### config.mk
export PLATFORM = sky130hd
export DESIGN_NAME = joystick_conditioner_flat
export DESIGN_NICKNAME = d
export VERILOG_FILES = /design/src/rtl/joystick_conditioner_pkg.sv /design/src/rtl/joystick_conditioner_if.sv /design/src/rtl/joystick_conditioner_fire_ctrl.sv /design/src/rtl/joystick_conditioner.sv /design/src/flat_wrapper.sv
export SDC_FILE = /design/constraint.sdc
export NUM_CORES = 1
export LEC_CHECK = 0
export ABC_AREA = 1
export CAP_MARGIN = 0
export CORE_MARGIN = 2
export CORE_UTILIZATION = 40
export DETAILED_ROUTE_END_ITERATION = 8
export PLACE_DENSITY_LB_ADDON = 0.12
export SETUP_SLACK_MARGIN = 0.4
export SYNTH_ARGS = -nofsm -noshare
export SYNTH_HDL_FRONTEND = slang
export SYNTH_HIERARCHICAL = 1
export SYNTH_SLANG_ARGS = --single-unit
### constraint.sdc
create_clock -name Clk -period 1.8 [get_ports Clk]
set_input_delay 0.18 -clock Clk [delete_from_list [all_inputs] [get_ports Clk]]
set_output_delay 0.18 -clock Clk [all_outputs]
set_load 0.01 [all_outputs]
### src/rtl/joystick_conditioner_pkg.sv
// ---------------------------------------------------------------------------
// jstk_pkg
// Shared types and constants for the PmodJSTK conditioner.
//   dir_t         : move direction encoding (also the Move_Dir output code)
//   fire_state_t  : fire controller states
//   frame slices  : bit positions of X / Y / button fields in the 40-bit frame
//   get_x / get_y : assemble the 10-bit axis values from a raw frame
// ---------------------------------------------------------------------------
package jstk_pkg;

  localparam int JSTK_CENTER = 512;
  localparam int CNT_W       = 26;

  // Frame layout: low byte of each axis comes first in the byte stream,
  // the two MSBs ride in the following byte.
  localparam int X_LO_MSB = 23;
  localparam int X_LO_LSB = 16;
  localparam int X_HI_MSB = 9;
  localparam int X_HI_LSB = 8;
  localparam int Y_LO_MSB = 39;
  localparam int Y_LO_LSB = 32;
  localparam int Y_HI_MSB = 25;
  localparam int Y_HI_LSB = 24;
  localparam int BTN_MSB  = 2;
  localparam int BTN_LSB  = 0;
  localparam int FIRE_BIT = 1;

  typedef enum logic [1:0] {
    NONE  = 2'b00,
    RIGHT = 2'b01,
    LEFT  = 2'b10
  } dir_t;

  typedef enum logic {
    FIRE_READY    = 1'b0,
    FIRE_COOLDOWN = 1'b1
  } fire_state_t;

  function automatic logic [9:0] get_x(input logic [39:0] frame);
    return {frame[X_HI_MSB:X_HI_LSB], frame[X_LO_MSB:X_LO_LSB]};
  endfunction

  function automatic logic [9:0] get_y(input logic [39:0] frame);
    return {frame[Y_HI_MSB:Y_HI_LSB], frame[Y_LO_MSB:Y_LO_LSB]};
  endfunction

endpackage

### src/rtl/joystick_conditioner_if.sv
// ---------------------------------------------------------------------------
// joystick_conditioner_if
// Bundles the raw frame input and the conditioned command outputs.
//   master : frame source / command consumer (drives Sample_Tick, Jstk_Data)
//   slave  : the conditioner (drives captured axes, direction, fire signals)
// ---------------------------------------------------------------------------
interface joystick_conditioner_if;
  logic        Sample_Tick;
  logic [39:0] Jstk_Data;
  logic [9:0]  X_Pos;
  logic [9:0]  Y_Pos;
  logic [2:0]  Buttons;
  logic [1:0]  Move_Dir;
  logic        Sample_Valid;
  logic        Fire_Pulse;
  logic        Fire_Ready;

  modport master (
    output Sample_Tick, Jstk_Data,
    input  X_Pos, Y_Pos, Buttons, Move_Dir, Sample_Valid, Fire_Pulse, Fire_Ready
  );

  modport slave (
    input  Sample_Tick, Jstk_Data,
    output X_Pos, Y_Pos, Buttons, Move_Dir, Sample_Valid, Fire_Pulse, Fire_Ready
  );
endinterface

### src/rtl/joystick_conditioner_fire_ctrl.sv
// ---------------------------------------------------------------------------
// jstk_fire_ctrl
// Rate-limited fire command generator with a down-counting cooldown timer.
// Build option: JSTK_AUTOFIRE_EN -> trigger on fire level (held button
// re-fires after each cooldown); otherwise trigger on press edge only.
//
// state         | meaning
// FIRE_READY    | waiting for a trigger at a sample edge
// FIRE_COOLDOWN | counter running; triggers are discarded
//
// Ports:
//   clk, rst_n   : clock, async active-low reset
//   sample_edge  : one-cycle strobe for a new frame
//   fire_bit     : fire button level from the new frame
//   o_fire_pulse : one-cycle fire command
//   o_fire_ready : high while in FIRE_READY
// ---------------------------------------------------------------------------
module jstk_fire_ctrl
  import jstk_pkg::*;
#(
  parameter int COOLDOWN_CYCLES = 25_000_000
) (
  input  logic clk,
  input  logic rst_n,
  input  logic sample_edge,
  input  logic fire_bit,
  output logic o_fire_pulse,
  output logic o_fire_ready
);

  localparam logic [CNT_W-1:0] CNT_LOAD = CNT_W'(COOLDOWN_CYCLES - 1);

  fire_state_t      r_state;
  logic [CNT_W-1:0] r_cnt;
  logic             r_btn_prev;
  logic             r_fire_pulse;
  logic             r_fire_ready;
  logic             w_trig;

`ifdef JSTK_AUTOFIRE_EN
  logic w_unused_prev;
  assign w_unused_prev = r_btn_prev;
  assign w_trig        = fire_bit;
`else
  assign w_trig = fire_bit & ~r_btn_prev;
`endif

  always_ff @(posedge clk or negedge rst_n) begin
    if (!rst_n) begin
      r_state      <= FIRE_READY;
      r_cnt        <= '0;
      r_btn_prev   <= 1'b0;
      r_fire_pulse <= 1'b0;
      r_fire_ready <= 1'b1;
    end else begin
      r_fire_pulse <= 1'b0;
      // Previous-button tracking runs regardless of state so a press held
      // through cooldown is not mistaken for a fresh press afterwards.
      if (sample_edge) begin
        r_btn_prev <= fire_bit;
      end
      case (r_state)
        FIRE_READY: begin
          if (sample_edge && w_trig) begin
            r_fire_pulse <= 1'b1;
            r_fire_ready <= 1'b0;
            r_cnt        <= CNT_LOAD;
            r_state      <= FIRE_COOLDOWN;
          end
        end
        FIRE_COOLDOWN: begin
          if (r_cnt == '0) begin
            r_fire_ready <= 1'b1;
            r_state      <= FIRE_READY;
          end else begin
            r_cnt <= r_cnt - 1'b1;
          end
        end
        default: begin
          r_fire_ready <= 1'b1;
          r_state      <= FIRE_READY;
        end
      endcase
    end
  end

  assign o_fire_pulse = r_fire_pulse;
  assign o_fire_ready = r_fire_ready;

endmodule

### src/rtl/joystick_conditioner.sv
// ---------------------------------------------------------------------------
// joystick_conditioner
// Captures PmodJSTK frames on each rising edge of Sample_Tick, derives a
// hysteresis-filtered move direction from X, and emits rate-limited fire
// pulses via jstk_fire_ctrl.
// Build option: JSTK_AUTOFIRE_EN (see jstk_fire_ctrl).
//
// state | meaning
// NONE  | X inside the deadzone, no movement
// RIGHT | X beyond right entry threshold, held until below right exit
// LEFT  | X beyond left entry threshold, held until above left exit
//
// Ports:
//   Clk, Reset_n : board clock, async active-low reset
//   jstk (slave) : Sample_Tick/Jstk_Data in; X_Pos, Y_Pos, Buttons,
//                  Move_Dir, Sample_Valid, Fire_Pulse, Fire_Ready out
// ---------------------------------------------------------------------------
module joystick_conditioner
  import jstk_pkg::*;
#(
  parameter int DEADZONE        = 100,
  parameter int HYST            = 16,
  parameter int COOLDOWN_CYCLES = 25_000_000
) (
  input  logic                   Clk,
  input  logic                   Reset_n,
  joystick_conditioner_if.slave  jstk
);

  // 11-bit thresholds keep 512+DEADZONE (up to 1023) and 512-DEADZONE
  // (down to 1) free of wrap.
  localparam logic [10:0] R_ENTRY = 11'(JSTK_CENTER + DEADZONE);
  localparam logic [10:0] R_EXIT  = 11'(JSTK_CENTER + DEADZONE - HYST);
  localparam logic [10:0] L_ENTRY = 11'(JSTK_CENTER - DEADZONE);
  localparam logic [10:0] L_EXIT  = 11'(JSTK_CENTER - DEADZONE + HYST);

  logic        r_tick_q;
  logic [9:0]  r_x;
  logic [9:0]  r_y;
  logic [2:0]  r_btn;
  dir_t        r_dir;
  logic        r_valid;

  logic        w_edge;
  logic [10:0] w_x11;
  dir_t        w_dir_nxt;
  logic        w_fire_pulse;
  logic        w_fire_ready;
  logic        w_unused_bits;

  assign w_edge = jstk.Sample_Tick & ~r_tick_q;
  assign w_x11  = {1'b0, get_x(jstk.Jstk_Data)};

  // Frame bits that carry no information for this block.
  assign w_unused_bits = ^{jstk.Jstk_Data[7:3], jstk.Jstk_Data[15:10],
                           jstk.Jstk_Data[31:26]};

  // Direction is decided from the incoming X so it lands in the same cycle
  // as the captured value. Opposite-side entry wins over exit so reversals
  // skip NONE.
  always_comb begin
    w_dir_nxt = r_dir;
    case (r_dir)
      NONE: begin
        if (w_x11 >= R_ENTRY)      w_dir_nxt = RIGHT;
        else if (w_x11 <= L_ENTRY) w_dir_nxt = LEFT;
      end
      RIGHT: begin
        if (w_x11 <= L_ENTRY)      w_dir_nxt = LEFT;
        else if (w_x11 < R_EXIT)   w_dir_nxt = NONE;
      end
      LEFT: begin
        if (w_x11 >= R_ENTRY)      w_dir_nxt = RIGHT;
        else if (w_x11 > L_EXIT)   w_dir_nxt = NONE;
      end
      default: w_dir_nxt = NONE;
    endcase
  end

  always_ff @(posedge Clk or negedge Reset_n) begin
    if (!Reset_n) begin
      r_tick_q <= 1'b0;
      r_x      <= '0;
      r_y      <= '0;
      r_btn    <= '0;
      r_dir    <= NONE;
      r_valid  <= 1'b0;
    end else begin
      r_tick_q <= jstk.Sample_Tick;
      r_valid  <= w_edge;
      if (w_edge) begin
        r_x   <= get_x(jstk.Jstk_Data);
        r_y   <= get_y(jstk.Jstk_Data);
        r_btn <= jstk.Jstk_Data[BTN_MSB:BTN_LSB];
        r_dir <= w_dir_nxt;
      end
    end
  end

  jstk_fire_ctrl #(
    .COOLDOWN_CYCLES(COOLDOWN_CYCLES)
  ) u_fire_ctrl (
    .clk          (Clk),
    .rst_n        (Reset_n),
    .sample_edge  (w_edge),
    .fire_bit     (jstk.Jstk_Data[FIRE_BIT]),
    .o_fire_pulse (w_fire_pulse),
    .o_fire_ready (w_fire_ready)
  );

  assign jstk.X_Pos        = r_x;
  assign jstk.Y_Pos        = r_y;
  assign jstk.Buttons      = r_btn;
  assign jstk.Move_Dir     = r_dir;
  assign jstk.Sample_Valid = r_valid;
  assign jstk.Fire_Pulse   = w_fire_pulse;
  assign jstk.Fire_Ready   = w_fire_ready;

endmodule

### src/flat_wrapper.sv
// flat-port wrapper written by rule: the top's interface ports become plain ports
module joystick_conditioner_flat import jstk_pkg::*;
#(
  parameter int DEADZONE        = 100,
  parameter int HYST            = 16,
  parameter int COOLDOWN_CYCLES = 25_000_000
)
  (Clk, Reset_n, jstk_Sample_Tick, jstk_Jstk_Data, jstk_X_Pos, jstk_Y_Pos, jstk_Buttons, jstk_Move_Dir, jstk_Sample_Valid, jstk_Fire_Pulse, jstk_Fire_Ready);
  joystick_conditioner_if jstk_i ();
  input  logic Clk;
  input  logic Reset_n;
  input wire logic [$bits(jstk_i.Sample_Tick)-1:0] jstk_Sample_Tick;
  input wire logic [$bits(jstk_i.Jstk_Data)-1:0] jstk_Jstk_Data;
  output wire logic [$bits(jstk_i.X_Pos)-1:0] jstk_X_Pos;
  output wire logic [$bits(jstk_i.Y_Pos)-1:0] jstk_Y_Pos;
  output wire logic [$bits(jstk_i.Buttons)-1:0] jstk_Buttons;
  output wire logic [$bits(jstk_i.Move_Dir)-1:0] jstk_Move_Dir;
  output wire logic [$bits(jstk_i.Sample_Valid)-1:0] jstk_Sample_Valid;
  output wire logic [$bits(jstk_i.Fire_Pulse)-1:0] jstk_Fire_Pulse;
  output wire logic [$bits(jstk_i.Fire_Ready)-1:0] jstk_Fire_Ready;
  assign jstk_i.Sample_Tick = jstk_Sample_Tick;
  assign jstk_i.Jstk_Data = jstk_Jstk_Data;
  assign jstk_X_Pos = jstk_i.X_Pos;
  assign jstk_Y_Pos = jstk_i.Y_Pos;
  assign jstk_Buttons = jstk_i.Buttons;
  assign jstk_Move_Dir = jstk_i.Move_Dir;
  assign jstk_Sample_Valid = jstk_i.Sample_Valid;
  assign jstk_Fire_Pulse = jstk_i.Fire_Pulse;
  assign jstk_Fire_Ready = jstk_i.Fire_Ready;
  joystick_conditioner #(.DEADZONE(DEADZONE), .HYST(HYST), .COOLDOWN_CYCLES(COOLDOWN_CYCLES)) u_core (.Clk(Clk), .Reset_n(Reset_n), .jstk(jstk_i));
endmodule
==> impl_metrics.yaml <==
run_status:
  status: "finished clean"
timing:
  setup_tns_ns: 0
  period_needed_ns: 1.576
  hold_viol: 0
  skew_ns: 0.009083
  setup_viol: 0
  max_freq_ghz: 0.6346
  rsz0062_at_grt: "true"
  timing.final.crit_share_pct: 87.54
  worst_pin_slew_ns: 0.4493
  drv_slew: 0
  slew_headroom_pct: 70.04
worst_setup_path:
  cp.arrival_ns: 1.84
  ff2ff_setup_slack_ns: 0.22
  r2r_end: "u_core/u_fire_ctrl/r_cnt[25]"
  cp_max_fo: 3
  rr_startpoint: "u_core/u_fire_ctrl/r_cnt[14]"
  reg2reg_depth: 8
  required_ns: 2.06
  criticalPathCategory: "flop to flop"
  startpoint_type: "flop"
  end_kind: "flop"
clocking:
  tritoncts: "built"
  clockBufferDepth: 2
  clock_latency_ns: 0.34
  clock_sinks: 57
  cts_max_level: 3
  cts-buffers-inserted: 9
  clkTransAtPathRegs_ns: 0.08
  cts_root_buf: "clkbuf_8"
global_routing:
  grt_pass1_wl_um: 14650
  grtUsageMet2_pct: 36.52
  grtUsageMet3_pct: 5.670
  met1_usage_pct: 26.43
  grtUsageTotal_pct: 21.96
  grt_max_degree: 43
  first_global_vias: 3208
  antenna_found_initial: 0
  top_usage_layer: "met2"
  overflow: 0
final_layout:
  stdcell_count: 631
  finalNetCount: 568
  finalInstanceArea_um2: 4712
  area_delta_synth_final_pct: 51.18
  fin_util_pct: 61.62
  num_antenna_cells: 0
  drive_gt1_share_pct: 31.19
logic_synthesis:
  synth_top_area_share_pct: 44.96
  synth_area_um2: 3117
  synth_most_common_cell: "nand2_1"
  synth_cells: 419
  synthTopCellsByArea: "dfrtp_1, nand2_1, nor2_1"
  synth.distinct_cells: 28
  ys_warn_count: 6
  yosysSeqAreaShare_pct: 45.80
  synth_nets: 463
  synth-main-ff-cell: "dfrtp_1"
  synth_area_leader_cell: "dfrtp_1"
  synthTopCellsByCount: "nand2_1, dfrtp_1, nor2_1"
  ys_ff_latch: 57
  synth_edf_count: 0
  async_reset_ff_share_pct: 100.0
  avgSynthCellArea_um2: 7.439
drt:
  drt_iter0_markers: 178
  drt_pass1_iterations: 4
  num_vias: 3078
  drt-total-wl_um: 8764
  drc: 0
  avgRoutedWirePerCell_um: 13.89
  via_per_inst: 4.878
  ant_nets: 0
power_and_ir_drop:
  irDropWorstVdd_mv: 0.4050
  power_mw: 3.425
  p_leak_nw: 2.196
  power_density_nw_per_um2: 726.9
die:
  chipWidth_um: 92.27
  rows: 32
  core-area_um2: 7647
  initial_utilization_pct: 40.76
  ios: 71
  dieHeight_um: 92.27
  die_area_um2: 8514
place:
  dp.cells: 583
  portBuffers: 53
  dpl.hpwl_um: 5574
  place_congestion: 0.8931
  dpl_cell_area_um2: 3882
run:
  drv_cap: 0
worst_hold_path:
  hp-class: "input pin to async pin"
sequential cells by signal, indices dropped and copies added, names as in the netlist:
name	flops
u_core/jstk.X_Pos	10
u_core/u_fire_ctrl/r_btn_prev	1
u_core/r_tick_q	1
u_core/jstk.Y_Pos	10
u_core/u_fire_ctrl/o_fire_ready	1
u_core/u_fire_ctrl/r_cnt	26
u_core/u_fire_ctrl/r_state	1
u_core/jstk.Sample_Valid	1
u_core/u_fire_ctrl/o_fire_pulse	1
u_core/jstk.Buttons	3
u_core/jstk.Move_Dir	2
cells in the final DEF (no fill, tap or decap), types with 4 or more instances in the layout:
cell type	synthesis	routed
buf_4	2	38
clkbuf_8	0	9
clkdlybuf4s50_1	0	24
dfrtp_1	56	49
dfrtp_2	0	7
dlygate4sd2_1	0	27
inv_1	28	26
inv_2	5	6
nand2_1	148	128
nand2_2	10	26
nand2_4	3	5
nand3_1	34	29
nand3_2	1	5
nand4_1	10	10
nor2_1	55	34
nor2_2	5	18
nor2_4	3	11
o21ai_0	26	14
o21ai_1	1	8
o21ai_2	1	6
xnor2_1	4	4
xor2_1	7	6
how the worst max path moves through the flow:
stage                            startpoint                      endpoint  slack, ns
3_5_place_dp               jstk_Sample_Tick  u_core/u_fire_ctrl/r_cnt[25]       0.03
5_1_grt        u_core/u_fire_ctrl/r_cnt[14]  u_core/u_fire_ctrl/r_cnt[25]       0.13
6_report       u_core/u_fire_ctrl/r_cnt[14]  u_core/u_fire_ctrl/r_cnt[25]       0.22
2_1_floorplan               u_core/r_tick_q   u_core/u_fire_ctrl/r_cnt[7]       0.20
4_1_cts         u_core/u_fire_ctrl/r_cnt[0]  u_core/u_fire_ctrl/r_cnt[22]       0.27
3_3_place_gp               jstk_Sample_Tick  u_core/u_fire_ctrl/r_cnt[25]       0.06
report_power, final:
part           internal [mW]  total [mW]  leakage (nW)  switching, mW
Combinational          0.237       0.521          1.42          0.284
Sequential              1.37        1.42         0.662         0.0542
Clock                  0.919        1.48         0.115          0.561
Total                   2.53        3.43          2.20          0.899
per-stage QoR:
stage | hold slack [ns] | worst slack (ns)
after floorplan | -0.1156 | 0.1996
after global placement | 0.1286 | 0.06189
after detailed placement | 0.1286 | 0.02926
after CTS | 0.2916 | 0.2651
after global routing | 0.2954 | 0.1284
final | 0.2916 | 0.2243
cell type report:
type / instances / area [µm²]
timing repair buffer: 102 / 965.9
tap: 102 / 127.6
inverter: 33 / 136.4
sequential: 57 / 1436
fill: 672 / 2935
clock inverter: 7 / 118.9
multi-input combinational: 319 / 1775
timing repair inverter: 2 / 27.53
clock buffer: 9 / 123.9
kinds of logic after synthesis:
family	share of synthesized area (%)
simple gates	39.02
flops	45.80
buf+inv	6.062
compound gates	5.620
xor+xnor	3.091
fa+ha+maj	0.4014
critical path: stages (launching register included):
cell and delay [ns]:
dfrtp_1 0.40, buf_4 0.16, nor2_2 0.15, nand2_1 0.11, nor2_1 0.21, nand2_1 0.13, o21bai_1 0.14, nand3_1 0.08
o21ai_1 0.11
per-layer routing:
| layer | vias up | share of wire [%] |
|---|---|---|
| met5 | - | 0 |
| met4 | 0 | 3.2 |
| met3 | 23 | 4.5 |
| met2 | 84 | 50 |
| met1 | 1434 | 43 |
| li1 | 1537 | - |
what timing repair did:
action	CTS	global route
hold endpoints to repair	15	0
hold buffers	1	0
buffers inserted	17	10
setup endpoints to repair	55	29
gates cloned	3	1
pin swaps	21	17
resized for setup	83	48
Power figures use the tool's default switching activity.
